--- config.mk ---
export PLATFORM = sky130hd
export DESIGN_NAME = mem_port_arbiter_flat
export DESIGN_NICKNAME = d
export VERILOG_FILES = /design/src/rtl/mem_port_arbiter_if.sv /design/src/rtl/mem_port_arbiter.sv /design/src/flat_wrapper.sv
export SDC_FILE = /design/constraint.sdc
export NUM_CORES = 1
export LEC_CHECK = 0
export ABC_AREA = 1
export ABC_CLOCK_PERIOD_IN_PS = 2900
export BUFFER_PORTS_ARGS = -buffer_cell sky130_fd_sc_hd__buf_4
export CORE_AREA = 8 8 89 91
export DETAILED_ROUTE_END_ITERATION = 8
export DIE_AREA = 0 0 97 99
export GPL_ROUTABILITY_DRIVEN = 0
export PLACE_DENSITY = 0.73
export SYNTH_ARGS = -nofsm -noshare
export SYNTH_HDL_FRONTEND = slang
export SYNTH_SLANG_ARGS = --single-unit
--- constraint.sdc ---
create_clock -name clk -period 2.9 [get_ports clk]
set_input_delay 0.87 -clock clk [delete_from_list [all_inputs] [get_ports clk]]
set_output_delay 0.87 -clock clk [all_outputs]
set_load 0.02 [all_outputs]
--- src/rtl/mem_port_arbiter_if.sv ---
// Bus bundle for mem_port_arbiter: loader, fetch and data request ports plus the
// shared single-port memory. The arbiter takes the slave view.
interface mem_port_arbiter_if #(
   parameter int AW = 10,
   parameter int DW = 32
);
   logic          ld_req;
   logic [AW-1:0] ld_addr;
   logic [DW-1:0] ld_wdata;
   logic          ld_done;
   logic          ld_gnt;

   logic          if_req;
   logic [AW-1:0] if_addr;
   logic          if_gnt;
   logic          if_rvalid;
   logic [DW-1:0] if_rdata;

   logic          dm_req;
   logic          dm_we;
   logic [AW-1:0] dm_addr;
   logic [DW-1:0] dm_wdata;
   logic          dm_gnt;
   logic          dm_rvalid;
   logic [DW-1:0] dm_rdata;

   logic          mem_en;
   logic          mem_we;
   logic [AW-1:0] mem_addr;
   logic [DW-1:0] mem_wdata;
   logic [DW-1:0] mem_rdata;

   logic          cpu_stall;

   modport slave (
      input  ld_req, ld_addr, ld_wdata, ld_done,
      input  if_req, if_addr,
      input  dm_req, dm_we, dm_addr, dm_wdata,
      input  mem_rdata,
      output ld_gnt, if_gnt, if_rvalid, if_rdata,
      output dm_gnt, dm_rvalid, dm_rdata,
      output mem_en, mem_we, mem_addr, mem_wdata,
      output cpu_stall
   );

   modport master (
      output ld_req, ld_addr, ld_wdata, ld_done,
      output if_req, if_addr,
      output dm_req, dm_we, dm_addr, dm_wdata,
      output mem_rdata,
      input  ld_gnt, if_gnt, if_rvalid, if_rdata,
      input  dm_gnt, dm_rvalid, dm_rdata,
      input  mem_en, mem_we, mem_addr, mem_wdata,
      input  cpu_stall
   );
endinterface

--- src/rtl/mem_port_arbiter.sv ---
// Single-port memory arbiter: a loader-only LOAD phase after reset, then a RUN
// phase that round-robins instruction fetch and data accesses, one per cycle.
module mem_port_arbiter (
   input logic               clk,
   input logic               rst,
   mem_port_arbiter_if.slave bus
);
   typedef enum logic {LOAD, RUN} phase_t;

   phase_t phase_q, phase_d;
   logic   last_dm_q, last_dm_d;
   logic   own_vld_q, own_vld_d;
   logic   own_dm_q, own_dm_d;
   logic   ld_gnt, if_gnt, dm_gnt;

   always_ff @(posedge clk) begin
      if (rst) begin
         phase_q   <= LOAD;
         last_dm_q <= 1'b1;
         own_vld_q <= 1'b0;
         own_dm_q  <= 1'b0;
      end else begin
         phase_q   <= phase_d;
         last_dm_q <= last_dm_d;
         own_vld_q <= own_vld_d;
         own_dm_q  <= own_dm_d;
      end
   end

   // Grants are purely combinational; rst masks them so nothing reaches memory.
   always_comb begin
      phase_d   = phase_q;
      last_dm_d = last_dm_q;
      own_vld_d = 1'b0;
      own_dm_d  = own_dm_q;
      ld_gnt    = 1'b0;
      if_gnt    = 1'b0;
      dm_gnt    = 1'b0;

      if (!rst) begin
         unique case (phase_q)
            LOAD: begin
               ld_gnt = bus.ld_req;
               if (bus.ld_done) phase_d = RUN;
            end
            RUN: begin
               if (bus.if_req && bus.dm_req) begin
                  if_gnt = last_dm_q;
                  dm_gnt = !last_dm_q;
               end else begin
                  if_gnt = bus.if_req;
                  dm_gnt = bus.dm_req;
               end
            end
            default: phase_d = LOAD;
         endcase
      end

      if (if_gnt) begin
         last_dm_d = 1'b0;
         own_vld_d = 1'b1;
         own_dm_d  = 1'b0;
      end else if (dm_gnt) begin
         last_dm_d = 1'b1;
         own_vld_d = !bus.dm_we;
         own_dm_d  = 1'b1;
      end
   end

   always_comb begin
      bus.ld_gnt    = ld_gnt;
      bus.if_gnt    = if_gnt;
      bus.dm_gnt    = dm_gnt;
      bus.cpu_stall = rst || (phase_q == LOAD);
      bus.mem_en    = 1'b0;
      bus.mem_we    = 1'b0;
      bus.mem_addr  = '0;
      bus.mem_wdata = '0;

      if (ld_gnt) begin
         bus.mem_en    = 1'b1;
         bus.mem_we    = 1'b1;
         bus.mem_addr  = bus.ld_addr;
         bus.mem_wdata = bus.ld_wdata;
      end else if (if_gnt) begin
         bus.mem_en    = 1'b1;
         bus.mem_addr  = bus.if_addr;
      end else if (dm_gnt) begin
         bus.mem_en    = 1'b1;
         bus.mem_we    = bus.dm_we;
         bus.mem_addr  = bus.dm_addr;
         bus.mem_wdata = bus.dm_wdata;
      end

      // Read data is steered to whichever port owned last cycle's read.
      bus.if_rvalid = own_vld_q && !own_dm_q;
      bus.dm_rvalid = own_vld_q && own_dm_q;
      bus.if_rdata  = bus.if_rvalid ? bus.mem_rdata : '0;
      bus.dm_rdata  = bus.dm_rvalid ? bus.mem_rdata : '0;
   end
endmodule

--- src/flat_wrapper.sv ---
// flat-port wrapper written by rule: the top's interface ports become plain ports
module mem_port_arbiter_flat 
  (clk, rst, bus_ld_req, bus_ld_addr, bus_ld_wdata, bus_ld_done, bus_if_req, bus_if_addr, bus_dm_req, bus_dm_we, bus_dm_addr, bus_dm_wdata, bus_mem_rdata, bus_ld_gnt, bus_if_gnt, bus_if_rvalid, bus_if_rdata, bus_dm_gnt, bus_dm_rvalid, bus_dm_rdata, bus_mem_en, bus_mem_we, bus_mem_addr, bus_mem_wdata, bus_cpu_stall);
  mem_port_arbiter_if #(.AW(10), .DW(32)) bus_i ();
  input logic clk;
  input logic rst;
  input wire logic [$bits(bus_i.ld_req)-1:0] bus_ld_req;
  input wire logic [$bits(bus_i.ld_addr)-1:0] bus_ld_addr;
  input wire logic [$bits(bus_i.ld_wdata)-1:0] bus_ld_wdata;
  input wire logic [$bits(bus_i.ld_done)-1:0] bus_ld_done;
  input wire logic [$bits(bus_i.if_req)-1:0] bus_if_req;
  input wire logic [$bits(bus_i.if_addr)-1:0] bus_if_addr;
  input wire logic [$bits(bus_i.dm_req)-1:0] bus_dm_req;
  input wire logic [$bits(bus_i.dm_we)-1:0] bus_dm_we;
  input wire logic [$bits(bus_i.dm_addr)-1:0] bus_dm_addr;
  input wire logic [$bits(bus_i.dm_wdata)-1:0] bus_dm_wdata;
  input wire logic [$bits(bus_i.mem_rdata)-1:0] bus_mem_rdata;
  output wire logic [$bits(bus_i.ld_gnt)-1:0] bus_ld_gnt;
  output wire logic [$bits(bus_i.if_gnt)-1:0] bus_if_gnt;
  output wire logic [$bits(bus_i.if_rvalid)-1:0] bus_if_rvalid;
  output wire logic [$bits(bus_i.if_rdata)-1:0] bus_if_rdata;
  output wire logic [$bits(bus_i.dm_gnt)-1:0] bus_dm_gnt;
  output wire logic [$bits(bus_i.dm_rvalid)-1:0] bus_dm_rvalid;
  output wire logic [$bits(bus_i.dm_rdata)-1:0] bus_dm_rdata;
  output wire logic [$bits(bus_i.mem_en)-1:0] bus_mem_en;
  output wire logic [$bits(bus_i.mem_we)-1:0] bus_mem_we;
  output wire logic [$bits(bus_i.mem_addr)-1:0] bus_mem_addr;
  output wire logic [$bits(bus_i.mem_wdata)-1:0] bus_mem_wdata;
  output wire logic [$bits(bus_i.cpu_stall)-1:0] bus_cpu_stall;
  assign bus_i.ld_req = bus_ld_req;
  assign bus_i.ld_addr = bus_ld_addr;
  assign bus_i.ld_wdata = bus_ld_wdata;
  assign bus_i.ld_done = bus_ld_done;
  assign bus_i.if_req = bus_if_req;
  assign bus_i.if_addr = bus_if_addr;
  assign bus_i.dm_req = bus_dm_req;
  assign bus_i.dm_we = bus_dm_we;
  assign bus_i.dm_addr = bus_dm_addr;
  assign bus_i.dm_wdata = bus_dm_wdata;
  assign bus_i.mem_rdata = bus_mem_rdata;
  assign bus_ld_gnt = bus_i.ld_gnt;
  assign bus_if_gnt = bus_i.if_gnt;
  assign bus_if_rvalid = bus_i.if_rvalid;
  assign bus_if_rdata = bus_i.if_rdata;
  assign bus_dm_gnt = bus_i.dm_gnt;
  assign bus_dm_rvalid = bus_i.dm_rvalid;
  assign bus_dm_rdata = bus_i.dm_rdata;
  assign bus_mem_en = bus_i.mem_en;
  assign bus_mem_we = bus_i.mem_we;
  assign bus_mem_addr = bus_i.mem_addr;
  assign bus_mem_wdata = bus_i.mem_wdata;
  assign bus_cpu_stall = bus_i.cpu_stall;
  mem_port_arbiter u_core (.clk(clk), .rst(rst), .bus(bus_i));
endmodule
==> key figures, run 1 <==
Clock tree
  • Clock Tree Buf Depth: 2
  • CTS root buf: clkbuf_8
  • # resized after CTS: 0
  • Hold buffer count at cts: 0
  • CTS sink cnt: 4
  • Cts bufs inserted: 3
  • Reg clk slew, reported paths: 30 ps
  • CTS tree: yes
  • Skew-Pair Late Insertion Delay: 210 ps
  • CTS H-tree lvls: 1

Synth
  • Sequential area share after synthesis: 6.12%
  • Syn Std Cell Area: 0.00131 mm2
  • Most common flop cell mapped by yosys: dfxtp_1
  • Asr flop ratio synth: 0%
  • Yosys cell types: 15
  • Post-Syn Instances: 288
  • YS warnings: 0
  • Mean Syn Cell Area: 4.54 um2
  • Synth Net Count: 421
  • Synth Register Bits: 4
  • Post-synth EDFFs: 0

Die
  • Row count: 30
  • Core footprint: 0.00657 mm2
  • Initial Utilization: 19.9%
  • Chip Height: 99 um
  • Die ar.: 0.00960 mm2
  • I/O pin cnt: 247
  • Horiz. Die Dim: 97 um

Min path
  • Worst hold path class: reg2reg
  • Hold Crit Endpoint: u_core.own_dm_q
  • Worst Hold Path Cells: 2
  • Hold_sp: u_core.own_dm_q

Worst setup path
  • Setup CP Type: in2out
  • Critical path arrival: 1930 ps
  • Crit Path Max Fanout: 17
  • CP Launch Type: input pin
  • Req. time, crit path: 2030 ps
  • Cell count of the worst reg-to-reg path: 5
  • R2r setup slk: 1490 ps
  • Reg-to-Reg Start: u_core.phase_q
  • Crit. End Element: primary output
  • R2R Path End: u_core.last_dm_q

Final layout
  • Register area: 80.1 um2
  • Share of layout cells above drive strength 1: approximately half
  • Finished Layout Cells: approximately 600
  • Most frequent cells in the layout: buf_4, nand2_1, nor2_1
  • Most common cell after layout, fill and taps aside: buf_4
  • Final #Nets: 658
  • Multi-input combinational cell area: about 960 um2
  • Fill count: 698
  • Layout overhead on the synthesized area: 147%
  • Antenna diode count: 0
  • Fin util: between 40 and 50%

Drt
  • Drt pass-1 iters: 4
  • ANT nets after route: 0
  • Routed len/inst: 15.8 um
  • Via/cell ratio: about 4.3
  • WL final: 9.53 mm
  • Detailed-route DRC error count: 0
  • Via count: 2609
  • DRT iter0 DRCs: 89

Timing
  • Hold WS: slightly below 500 ps
  • Final Cycle Share: 96.6%
  • Setup_tns: 0 ps
  • Max-slew violations: 0
  • Unrepaired setup endpoints after global routing: false
  • Worst slew pin tran: 522 ps
  • Slew headroom: 65.2%
  • # setup viols final: 0
  • Clock Skews: 1.70 ps
  • Max Clock Freq: 0.357 GHz
  • Post-layout min period: between 2000 and 3000 ps
  • Final Hold Vio Count: 0

Power
  • Clock power share: 20.2%
  • Combinational Power Share: 69.1%
  • NetSw: 0.000227 W
  • Register share of total power: 10.7%
  • VDD IR-drop max: approximately 0.00014 V
  • PwrDens: 179 mW/mm2
  • Total power: 0.000577 W
  • Switching Share: between 30% and 40%
  • Leak: 2.10 nW
  • Cell-internal power: 0.000350 W

GRT
  • Largest net degree at the start of global routing: 44
  • Vias in the first global route: 2624
  • Initial antenna violation count: 0
  • GRT Total Usage: about 17%
  • GRT overflow: 0
  • Wire length of the first global-routing pass: 13.8 mm

Placed design
  • # placed instances: 599
  • HPWL after DPL: 8.08 mm
  • Port bufs: 246

Run
  • Max-cap viol count: 0

Outcome
  • Status: completed
## metal layers
layer | vias to the layer above | part of all wire [%] | GRT usage (%)
met2 | 162 | 51 | 31.7
met5 | - | 0 | 0
met4 | 0 | 1.3 | 4.38
met1 | 1106 | 36 | 17.4
met3 | 8 | 12 | 7.56
li1 | 1333 | - | -
## stage by stage
stage          area [um2]  setup slack [ps]
2_1_floorplan        1310               469
3_3_place_gp         3180               107
3_5_place_dp         3180               106
4_1_cts              3220               101
5_1_grt              3230              11.1
6_report             3230              98.3
## cells in the mapped netlist, types with 4 or more instances
library cell	instances	area, um2
dfxtp_1	4	80.1
nand3_1	15	75.1
buf_4	5	37.5
inv_2	5	18.8
nand4_1	20	125
nor2_1	69	259
buf_6	4	45.0
clkbuf_1	10	37.5
nand2_1	113	424
inv_1	38	143
## area by class of cell
class / count / share of cell area [%]
clock buffer: 3 / 1.28
tap: 80 / 3.10
multi-input combinational: 223 / 29.7
inverter: 43 / 5.00
timing repair buffer: 250 / 58.5
sequential: 4 / 2.48
## flip-flops by register name, indices dropped and copies added, names as in the netlist
signal,cells
u_core.own_dm_q,1
u_core.last_dm_q,1
u_core.phase_q,1
u_core.own_vld_q,1
## logic make-up (layout without fill, tap and decap cells)
| group | count (synthesis) | in the layout | share of synthesized area [%] |
|---|---|---|---|
| and+or+nand+nor | 221 | 222 | 72.0 |
| buffers and inverters | 62 | 296 | 21.5 |
| DFF | 4 | 4 | 6.12 |
| AOI/OAI and AO/OA | 1 | 1 | 0.382 |
## how the worst max path moves through the flow
stage	from	to	slack (ps)	cells after the start
4_1_cts	bus_if_req	bus_mem_wdata[20]	100	7
5_1_grt	rst	bus_mem_wdata[21]	10	7
3_5_place_dp	bus_if_req	bus_mem_wdata[20]	110	7
6_report	bus_if_req	bus_mem_wdata[21]	100	7
3_3_place_gp	bus_if_req	bus_mem_wdata[0]	110	7
2_1_floorplan	bus_if_req	bus_mem_addr[0]	470	4
## repair_timing
| action | in CTS | in global routing |
|---|---|---|
| endpoints found under the hold margin | 0 | 0 |
| setup buffers | 0 | 0 |
| setup endpoints to repair | 0 | 3 |
## power groups by stage
stage          Sequential, W  Clock [W]  Combinational, W
5_1_grt            0.0000619   0.000122          0.000429
6_report           0.0000615   0.000117          0.000399
3_5_place_dp       0.0000622          0          0.000398
2_1_floorplan      0.0000615          0          0.000162
4_1_cts            0.0000615   0.000119          0.000400
3_3_place_gp       0.0000622          0          0.000395
## worst max-delay path, stage by stage
cell	delay [ps]
buf_4	160
nand2_1	110
inv_2	90
nor2_4	380
nand2_1	100
nand2_1	80
buf_4	140
No activity file was read; power rests on OpenSTA's default activity.
==> run 2: changes to the inputs <==
--- a/config.mk
+++ b/config.mk
@@ -9,6 +9,7 @@
 export ABC_CLOCK_PERIOD_IN_PS = 2900
 export BUFFER_PORTS_ARGS = -buffer_cell sky130_fd_sc_hd__buf_4
 export CORE_AREA = 8 8 89 91
+export CTS_BUF_LIST = sky130_fd_sc_hd__clkbuf_16
 export DETAILED_ROUTE_END_ITERATION = 8
 export DIE_AREA = 0 0 97 99
 export GPL_ROUTABILITY_DRIVEN = 0
==> run 2 against run 1 <==
Compared with the run above: sequential share of layout area is essentially flat; wire length is essentially flat; non-clock buffer count is the same; design area grew 1.0%; via count is essentially flat; maximum frequency is essentially flat; critical path depth is the same; critical endpoint unchanged.
==> key figures, run 2 (same netlist as run 1, synthesis figures left out) <==
Power
  • Switching Share: 35.1% (-4.2 points)
  • NetSw: 0.000237 W (+4.3%)
  • Register share of total power: 9.1% (-1.6 points)
  • VDD IR-drop max: 0.000218 V (+55%)
  • Combinational Power Share: 59.1% (-10 points)
  • Leak: 2.11 nW (+0.73%)
  • Cell-internal power: 0.000438 W (+25%)
  • Clock power share: 31.7% (+12 points)
  • PwrDens: 207 mW/mm2 (+16%)

Drt
  • Drt pass-1 iters: 4 (unchanged)
  • WL final: 9.53 mm (about the same)
  • Via count: 2607 (-0.077%)
  • ANT nets after route: 0 (unchanged)
  • Via/cell ratio: 4.32 (about the same)
  • Detailed-route DRC error count: 0 (unchanged)
  • DRT iter0 DRCs: 92 (+3.4%)
  • Routed len/inst: 15.8 um (about the same)

Timing
  • Setup_tns: 0 ps (unchanged)
  • # setup viols final: 0 (unchanged)
  • Clock Skews: 1.15 ps (-0.553 ps)
  • Max Clock Freq: 0.357 GHz (about the same)
  • Unrepaired setup endpoints after global routing: false
  • Hold WS: 493 ps (-0.190 ps)
  • Worst slew pin tran: 521 ps (-0.502 ps)
  • Post-layout min period: 2800 ps (-0.889 ps)
  • Final Cycle Share: 96.6% (about the same)
  • Max-slew violations: 0 (unchanged)
  • Final Hold Vio Count: 0 (unchanged)
  • Slew headroom: 65.2% (about the same)

GRT
  • GRT Total Usage: 17.3% (+0.059 points)
  • Largest net degree at the start of global routing: 44 (unchanged)
  • GRT overflow: 0 (unchanged)
  • Wire length of the first global-routing pass: 13.9 mm (+0.25%)
  • Vias in the first global route: 2636 (+0.46%)
  • Initial antenna violation count: 0 (unchanged)

Clock tree
  • # resized after CTS: 0 (unchanged)
  • Cts bufs inserted: 3 (unchanged)
  • Hold buffer count at cts: 0 (unchanged)
  • CTS tree: yes
  • CTS H-tree lvls: 1 (unchanged)
  • Reg clk slew, reported paths: 30 ps (about the same)
  • CTS root buf: clkbuf_16
  • CTS sink cnt: 4 (unchanged)
  • Clock Tree Buf Depth: 2 (unchanged)
  • Post-CTS setup buffer count: 0 (unchanged)
  • Skew-Pair Late Insertion Delay: 220 ps (about the same)

Worst setup path
  • Setup CP Type: in2out
  • Crit. End Element: primary output
  • Req. time, crit path: 2030 ps (about the same)
  • Critical path arrival: 1930 ps (about the same)
  • Crit Path Max Fanout: 17 (unchanged)
  • CP Launch Type: input pin

Min path
  • Worst hold path class: reg2reg

Outcome
  • Status: completed

Final layout
  • Layout overhead on the synthesized area: 149%
  • Antenna diode count: 0 (unchanged)
  • Multi-input combinational cell area: 958 um2 (unchanged)
  • Share of layout cells above drive strength 1: 50.3% (unchanged)
  • Fill count: 696 (-0.29%)
  • Most common cell after layout, fill and taps aside: buf_4
  • Most frequent cells in the layout: buf_4, nand2_1, nor2_1
  • Final #Nets: 658 (unchanged)
  • Register area: 80.1 um2 (unchanged)

Placed design
  • HPWL after DPL: 8.08 mm (unchanged)
  • Port bufs: 246 (unchanged)

Die
  • Die ar.: 0.00960 mm2 (unchanged)
  • Horiz. Die Dim: 97 um (unchanged)
  • Chip Height: 99 um (unchanged)
  • I/O pin cnt: 247 (unchanged)
  • Initial Utilization: 19.9% (unchanged)
  • Core footprint: 0.00657 mm2 (unchanged)
  • Row count: 30 (unchanged)

Run
  • Max-cap viol count: 0 (unchanged)
## run 2: final timing paths
kind	start	to	slack (ps)	cells past startpoint
max	bus_if_req	bus_mem_wdata[21]	100	7
min	u_core.own_dm_q	u_core.own_dm_q	490	2
max reg2reg	u_core.phase_q	u_core.last_dm_q	1490	5
min reg2reg	u_core.own_dm_q	u_core.own_dm_q	490	2
## run 2: power by group through the flow
stage / clock network, W / logic, W / registers, W
2_1_floorplan: 0 / 0.000162 / 0.0000615
3_3_place_gp: 0 / 0.000395 / 0.0000622
3_5_place_dp: 0 / 0.000398 / 0.0000622
4_1_cts: 0.000216 / 0.000400 / 0.0000615
5_1_grt: 0.000221 / 0.000429 / 0.0000620
6_report: 0.000214 / 0.000399 / 0.0000615
## run 2: area by class of cell
class | count | area share [%]
repair buffers | 250 | 57.9
multi-input cells | 223 | 29.4
clock buffers | 3 | 2.30
well taps | 80 | 3.07
flip-flops and latches | 4 | 2.45
inverters | 43 | 4.94
## run 2: per-stage QoR
| step | utilization [%] | area [um2] | instances | setup WS, ps | total power (W) |
|---|---|---|---|---|---|
| 3_3_place_gp | 48.4 | 3180 | 599 | 107 | 0.000457 |
| 6_report | 49.7 | 3260 | 603 | 99.2 | 0.000675 |
| 5_1_grt | 49.7 | 3260 | 603 | 11.1 | 0.000711 |
| 3_5_place_dp | 48.4 | 3180 | 599 | 106 | 0.000460 |
| 4_1_cts | 49.5 | 3250 | 602 | 101 | 0.000677 |
| 2_1_floorplan | - | 1310 | 288 | 469 | 0.000224 |
## run 2: routing by layer
| layer | track usage [%] | share of wire [%] |
|---|---|---|
| met5 | 0 | 0 |
| met4 | 4.38 | 1.3 |
| met3 | 7.77 | 11 |
| met2 | 31.7 | 51 |
| met1 | 17.4 | 37 |
## run 2: worst max-delay path, cell delays in order
cell and delay [ps]:
buf_4 160, nand2_1 100, inv_2 90, nor2_4 380, nand2_1 100, nand2_1 80
buf_4 140
